### config.mk
export PLATFORM = sky130hd
export DESIGN_NAME = bcd_down_timer
export DESIGN_NICKNAME = d
export VERILOG_FILES = /design/src/rtl/bcd_down_timer.sv
export SDC_FILE = /design/constraint.sdc
export NUM_CORES = 1
export LEC_CHECK = 0
export ABC_AREA = 1
export CAP_MARGIN = 20
export CORE_UTILIZATION = 55
export CTS_CLUSTER_SIZE = 8
export DETAILED_ROUTE_END_ITERATION = 8
export PLACE_DENSITY = 0.83
export SLEW_MARGIN = 20
export SYNTH_ARGS = -nofsm -noshare
export SYNTH_HDL_FRONTEND = slang
export SYNTH_SLANG_ARGS = --single-unit
### constraint.sdc
create_clock -name clk -period 4.3 [get_ports clk]
set_input_delay 0.86 -clock clk [delete_from_list [all_inputs] [get_ports clk]]
set_output_delay 0.86 -clock clk [all_outputs]
set_load 0.02 [all_outputs]
### src/rtl/bcd_down_timer.sv
// Two-digit BCD countdown timer with start/pause/reload control.
// The count decrements on each tick strobe while running. At expiry the
// timer either stops (EXPIRED) or reloads and keeps going (AUTO_RELOAD=1).
// A registered one-cycle done pulse marks the cycle the count first shows
// 00, or the reload value when auto-reload is enabled.
module bcd_down_timer #(
    parameter logic [7:0] PRESET      = 8'h59,
    parameter bit         AUTO_RELOAD = 1'b0
) (
    input  logic       clk,
    input  logic       rst,
    input  logic       load_i,
    input  logic [7:0] load_val_i,
    input  logic       start_i,
    input  logic       pause_i,
    input  logic       tick_i,
    output logic [7:0] count_o,
    output logic       running_o,
    output logic       expired_o,
    output logic       done_o
);

    typedef enum logic [1:0] {
        IDLE    = 2'd0,
        RUN     = 2'd1,
        PAUSE   = 2'd2,
        EXPIRED = 2'd3
    } state_t;

    // Limit each BCD nibble to 9 so the count always holds a legal BCD value.
    function automatic logic [7:0] clamp_bcd(input logic [7:0] v);
        logic [3:0] tens;
        logic [3:0] ones;
        tens = (v[7:4] > 4'd9) ? 4'd9 : v[7:4];
        ones = (v[3:0] > 4'd9) ? 4'd9 : v[3:0];
        return {tens, ones};
    endfunction

    // Subtract one in BCD, borrowing from the tens digit when ones is 0.
    // The caller never passes 00.
    function automatic logic [7:0] bcd_dec(input logic [7:0] v);
        logic [7:0] r;
        if (v[3:0] != 4'd0) begin
            r = {v[7:4], v[3:0] - 4'd1};
        end else begin
            r = {v[7:4] - 4'd1, 4'd9};
        end
        return r;
    endfunction

    localparam logic [7:0] PRESET_C = clamp_bcd(PRESET);

    state_t     state_q, state_d;
    logic [7:0] count_q, count_d;
    logic [7:0] reload_q, reload_d;
    logic       done_q, done_d;

    // Next-state logic. The if/else chain encodes the input priority
    // load > pause > start > tick. Reset is handled in the register process.
    always_comb begin
        // NOTE: every signal gets a default first so no path leaves one unassigned (no latches).
        state_d  = state_q;
        count_d  = count_q;
        reload_d = reload_q;
        done_d   = 1'b0;

        if (load_i) begin
            count_d  = clamp_bcd(load_val_i);
            reload_d = clamp_bcd(load_val_i);
            state_d  = IDLE;
        end else if (pause_i && state_q == RUN) begin
            state_d = PAUSE;
        end else if (start_i && state_q != RUN) begin
            case (state_q)
                IDLE: begin
                    if (count_q != 8'h00) begin
                        state_d = RUN;
                    end
                end
                PAUSE: begin
                    state_d = RUN;
                end
                EXPIRED: begin
                    if (reload_q != 8'h00) begin
                        count_d = reload_q;
                        state_d = RUN;
                    end
                end
                default: begin
                end
            endcase
        end else if (tick_i && state_q == RUN && count_q != 8'h00) begin
            if (count_q == 8'h01) begin
                done_d = 1'b1;
                if (AUTO_RELOAD && reload_q != 8'h00) begin
                    count_d = reload_q;
                end else begin
                    count_d = 8'h00;
                    state_d = EXPIRED;
                end
            end else begin
                count_d = bcd_dec(count_q);
            end
        end
    end

    // State, count, reload and done registers with synchronous reset.
    always_ff @(posedge clk) begin
        // NOTE: sequential state uses non-blocking assignments so every register samples pre-edge values.
        if (rst) begin
            state_q  <= IDLE;
            count_q  <= PRESET_C;
            reload_q <= PRESET_C;
            done_q   <= 1'b0;
        end else begin
            state_q  <= state_d;
            count_q  <= count_d;
            reload_q <= reload_d;
            done_q   <= done_d;
        end
    end

    assign count_o   = count_q;
    assign running_o = (state_q == RUN);
    assign expired_o = (state_q == EXPIRED);
    assign done_o    = done_q;

endmodule

==> flow_metrics.tcl, run 1 <==
set metrics [dict create \
    cts-buffers-inserted 3 \
    final_common_cell "nand2_1" \
    tns_ns 0 \
    root_buffer "clkbuf_4" \
    yosysUniqueCellTypes 26 \
    drt_first_pass_iters 4 \
    cts_resized 0 \
    p_leak_nw 0.767 \
    holdWs_ns 0.497 \
    die_y_um 50.7 \
    vias_per_cell 5.28 \
    post-route-min-period_ns 2.47 \
    grt_max_degree 15 \
    worstSkewPairLatency_ns 0.30 \
    cts_max_level 1 \
    cts_tree "built" \
    worstHoldPathType "reg -> reg" \
    rsz0062_at_grt "no" \
    grt_pass1_vias 1296 \
    std_cell_rows 17 \
    fillers 210 \
    path_clk_slew_ns 0.12 \
    drt-total-wl_um 3320 \
    slew_viol_final 0 \
    synth_nets 231 \
    power_density_nw_per_um2 274 \
    crit_path_cell_trace "nand2_1 > inv_1 > clkdlybuf4s50_1" \
    dr_total_vias 1395 \
    synthToLayoutAreaGrowth_pct 21.3 \
    max_slew_margin_pct 71.3 \
    place_inst 260 \
    start_kind "register" \
    critPathMaxFanout 7 \
    design.core.area_um2 2230 \
    final_cell_mix "58 x nand2_1, 41 x nor2_1, 24 x clkdlybuf4s50_1, 22 x nand3_1, 21 x inv_1" \
    cts_sinks 19 \
    endpoint_kind "primary output" \
    syn-cell-area_um2 1310 \
    gp_congestion 0.897 \
    portBuffers 24 \
    drc 0 \
    antenna_cells 0 \
    ant_nets 0 \
    io_pins 25 \
    ctsLongestPathBuffers 2 \
    dp_hpwl_um 2610 \
    irDropWorstVdd_mv 0.179 \
    cts_setup_buffers 0 \
    tightest_slew_ns 0.430 \
    hold_viol_final 0 \
    finClkSkew_ns 0.00447 \
    path_class "reg -> out" \
    grt_first_pass_wirelength_um 5490 \
    arrival_ns 1.61 \
    cts_hold_buf 0 \
    required_ns 3.44 \
    synth-seq-cells 19 \
    nNetsFinal 256 \
    layout-drive-gt1-share_pct 7.63 \
    period_share_pct 57.4 \
    slowest_stage "clkdlybuf4s50_1" \
    grt_overflow 0 \
    first_iter_violations 42 \
    syn_avg_cell_area_um2 6.16 \
    slowest_delay_ns 0.60 \
    max-cap-violations 0 \
    grtUsageTotal_pct 28.3 \
    synthCells 212 \
    wl_per_cell_um 12.6 \
    critical_path_buf_inv_count 2 \
    initial_core_util_pct 58.5 \
    critPathTopFamily "buffers and inverters" \
    final_cells 264 \
    yosysWarnings 0 \
    yosysSeqAreaShare_pct 29.1 \
    max_freq_mhz 405 \
    die_x_um 50.7 \
    status "finished clean" \
    antenna_found_initial 0 \
    setup_violations 0 \
    dieArea_um2 2570 \
]
[power breakdown]
part | internal [mW] | leakage (nW) | switching, mW
clock | 0.0346 | 0.0177 | 0.0582
sequential | 0.189 | 0.157 | 0.0131
combinational | 0.0584 | 0.593 | 0.0808
total | 0.282 | 0.767 | 0.152
[layer usage]
metal / routed length [um] / GRT usage, % / vias to the layer above / part of all wire (%)
met5: 0 / 0 / - / 0
met4: 53 / 8.80 / 0 / 1.6
met3: 129 / 3.94 / 6 / 3.9
met2: 1580 / 49.1 / 46 / 48
met1: 1550 / 35.7 / 621 / 47
li1: - / - / 722 / -
[sequential cells by signal, indices dropped and copies added, names as in the netlist]
name      flops
count_o       8
reload_q      8
state_q       2
done_o        1
[cells by family after synthesis]
logic type	count (synthesis)	synth area share, %
and+or+nand+nor	138	47.3
AOI/OAI and AO/OA	20	8.62
adders and majority gates	5	4.79
xor gates and xnor gates	2	1.34
buffers and inverters	28	8.81
DFF	19	29.1
[synth_stat cells, drive strengths merged]
cell | n | area (um2)
nand2 | 62 | 243
nor2 | 46 | 195
inv | 24 | 90.1
nand3 | 23 | 120
dfxtp | 19 | 380
o21ai | 8 | 40.0
a21oi | 7 | 35.0
ha | 5 | 62.6
o21a | 5 | 37.5
buf | 3 | 21.3
nand4 | 2 | 27.5
nor4 | 2 | 12.5
clkbuf | 1 | 3.75
nand3b | 1 | 7.51
nor3 | 1 | 5.00
nor3b | 1 | 7.51
xnor2 | 1 | 8.76
xor2 | 1 | 8.76
[worst register-to-register path, cell delays in order, from the launching register on]
cell and delay (ns):
dfxtp_1 0.44, inv_1 0.10, ha_1 0.23, nand2_2 0.13, inv_2 0.07, nand2_1 0.09
nand2_1 0.12, nand2_1 0.10, nand2_1 0.08, nand2_1 0.15, nand2_1 0.08, nor2_1 0.09
nor2_1 0.05
[final timing paths]
check | to | from | cells after the start | slack, ns
worst min-delay path | reload_q[4]$_SDFFE_PP1P_ | reload_q[4]$_SDFFE_PP1P_ | 2 | 0.50
worst max-delay path | expired_o | state_q[0]$_SDFFE_PP0P_ | 3 | 1.83
worst max register to register | count_o[2]$_SDFFE_PP0P_ | count_o[0]$_SDFFE_PP1P_ | 12 | 2.47
worst min register to register | reload_q[4]$_SDFFE_PP1P_ | reload_q[4]$_SDFFE_PP1P_ | 2 | 0.50
[metrics by stage]
step | utilization, % | area (um2) | setup WS (ns) | power (mW)
floorplan | - | 1310 | 2.57 | 0.295
global placement | 69.7 | 1560 | 1.66 | 0.339
detailed placement | 69.7 | 1560 | 1.58 | 0.343
CTS | 70.9 | 1580 | 1.84 | 0.435
global route | 70.9 | 1580 | 1.71 | 0.464
finish | 70.9 | 1580 | 1.83 | 0.434
[area by class of cell]
class                      count  area, um2  share of cell area [%]
clock buffer                   3       22.5                    1.42
clock inverter                 1       5.00                   0.316
inverter                      24       90.1                    5.69
multi-input combinational    165        811                    51.2
sequential                    19        380                    24.0
tap                           28       35.0                    2.21
timing repair buffer          24        240                    15.2
Power figures use the tool's default switching activity.
==> inputs of run 2 (changes only) <==
Settings changed: CORE_UTILIZATION 55 to 51, PLACE_DENSITY 0.83 to 0.78.
Clock period 4.3 ns to 2.4 ns, I/O delays scaled along.
==> run 2 against run 1 <==
  * Critical path type unchanged
  * Worst hold slack got worse by 0.0014 ns
  * Count of clock-buffer cells in the layout grew 1
  * Largest power group unchanged
  * Wire length barely moved
  * Non-clock buffer count is 1 higher
  * Clock skew increased by 0.0018 ns
  * Sequential power up 80%
  * Design area up 0.40%
  * Worst setup slack got worse by 1.5 ns
  * Via count rose by 3.4%
  * Critical path depth did not move
  * Global-route usage shrank 1.8 points
==> flow_metrics.tcl, run 2 (synthesis results as in run 1) <==
set metrics [dict create \
    portBuffers 24 \
    cts_sinks 19 \
    root_buffer "clkbuf_4" \
    antenna_cells 0 \
    ctsLongestPathBuffers 2 \
    layout-drive-gt1-share_pct 7.59 \
    cts_resized 0 \
    arrival_ns 1.57 \
    worstSkewPairLatency_ns 0.30 \
    slew_viol_final 0 \
    grt_max_degree 15 \
    cts_hold_buf 0 \
    drt-total-wl_um 3310 \
    grt_first_pass_wirelength_um 5390 \
    tns_ns 0 \
    worstHoldPathType "reg -> reg" \
    dr_total_vias 1443 \
    nNetsFinal 257 \
    slowest_stage "clkdlybuf4s50_1" \
    wl_per_cell_um 12.5 \
    vias_per_cell 5.45 \
    std_cell_rows 17 \
    critPathMaxFanout 7 \
    cts-buffers-inserted 3 \
    finish.instance_area_um2 1590 \
    dpl_cell_area_um2 1560 \
    regArea_um2 380 \
    rsz0062_at_grt "no" \
    irDropWorstVdd_mv 0.301 \
    required_ns 1.92 \
    final_cell_mix "58 x nand2_1, 41 x nor2_1, 24 x clkdlybuf4s50_1, 22 x nand3_1, 21 x inv_1" \
    drt_first_pass_iters 4 \
    path_class "reg -> out" \
    cts_tree "built" \
    slowest_delay_ns 0.60 \
    cts_max_level 1 \
    dieArea_um2 2770 \
    initial_core_util_pct 56.3 \
    ant_nets 0 \
    final_util_pct 68.6 \
    status "finished clean" \
    io_pins 25 \
    holdWs_ns 0.496 \
    tightest_slew_ns 0.417 \
    die_x_um 52.6 \
    path_clk_slew_ns 0.11 \
    grtUsageTotal_pct 26.4 \
    final_common_cell "nand2_1" \
    start_kind "register" \
    hold_viol_final 0 \
    drc 0 \
    max_slew_margin_pct 72.2 \
    setup_violations 0 \
    grt_pass1_vias 1297 \
    cts_setup_buffers 0 \
    multi_input_area_um2 811 \
    design.core.area_um2 2320 \
    max-cap-violations 0 \
    finClkSkew_ns 0.00629 \
    critPathTopFamily "buffers and inverters" \
    grt_overflow 0 \
    post-route-min-period_ns 2.05 \
    endpoint_kind "primary output" \
    p_leak_nw 0.769 \
    die_y_um 52.6 \
    gp_congestion 0.969 \
    crit_path_cell_trace "nand2_1 > inv_1 > clkdlybuf4s50_1" \
    period_share_pct 85.2 \
    total_power_mw 0.779 \
    power_density_nw_per_um2 490 \
    fillers 206 \
    synthToLayoutAreaGrowth_pct 21.7 \
    first_iter_violations 61 \
    dp_hpwl_um 2570 \
    antenna_found_initial 0 \
    max_freq_mhz 489 \
    critical_path_buf_inv_count 2 \
]
==> run 2: per-layer routing <==
metal | GRT usage, % | routed length, um | part of all wire (%)
met1 | 33.9 | 1520 | 46
met4 | 7.46 | 33 | 1.0
met3 | 3.77 | 198 | 6.0
met2 | 45.4 | 1560 | 47
met5 | 0 | 0 | 0
==> run 2: tightest hold or removal path, cell delays in order, from the launching register on <==
cell and delay (ns):
dfxtp_1 0.32, nand2_1 0.08, nand2_1 0.06
==> run 2: cell type report <==
| class | count | area share [%] |
|---|---|---|
| clock buffer | 4 | 1.65 |
| inverter | 24 | 5.66 |
| multi-input combinational | 165 | 51.0 |
| sequential | 19 | 23.9 |
| tap | 28 | 2.20 |
| timing repair buffer | 25 | 15.6 |
==> run 2: worst paths after layout <==
check | from | endpoint | slack, ns | depth (start not counted)
max | state_q[0]$_SDFFE_PP0P_ | expired_o | 0.35 | 3
max reg2reg | count_o[4]$_SDFFE_PP1P_ | count_o[1]$_SDFFE_PP0P_ | 0.59 | 11
min reg2reg | reload_q[4]$_SDFFE_PP1P_ | reload_q[4]$_SDFFE_PP1P_ | 0.50 | 2
min | reload_q[4]$_SDFFE_PP1P_ | reload_q[4]$_SDFFE_PP1P_ | 0.50 | 2
==> run 2: where the power goes <==
group	total (mW)	leakage [nW]	internal, mW	switching, mW
clock network	0.166	0.0150	0.0647	0.102
logic	0.250	0.598	0.106	0.144
registers	0.363	0.157	0.338	0.0241
total	0.779	0.769	0.509	0.270
==> run 2: through the flow <==
step / std cells / worst slack, ns
final: 265 / 0.355
after global routing: 265 / 0.255
after CTS: 265 / 0.354
after detailed placement: 261 / 0.346
after global placement: 261 / 0.427
after floorplan: 212 / 0.763
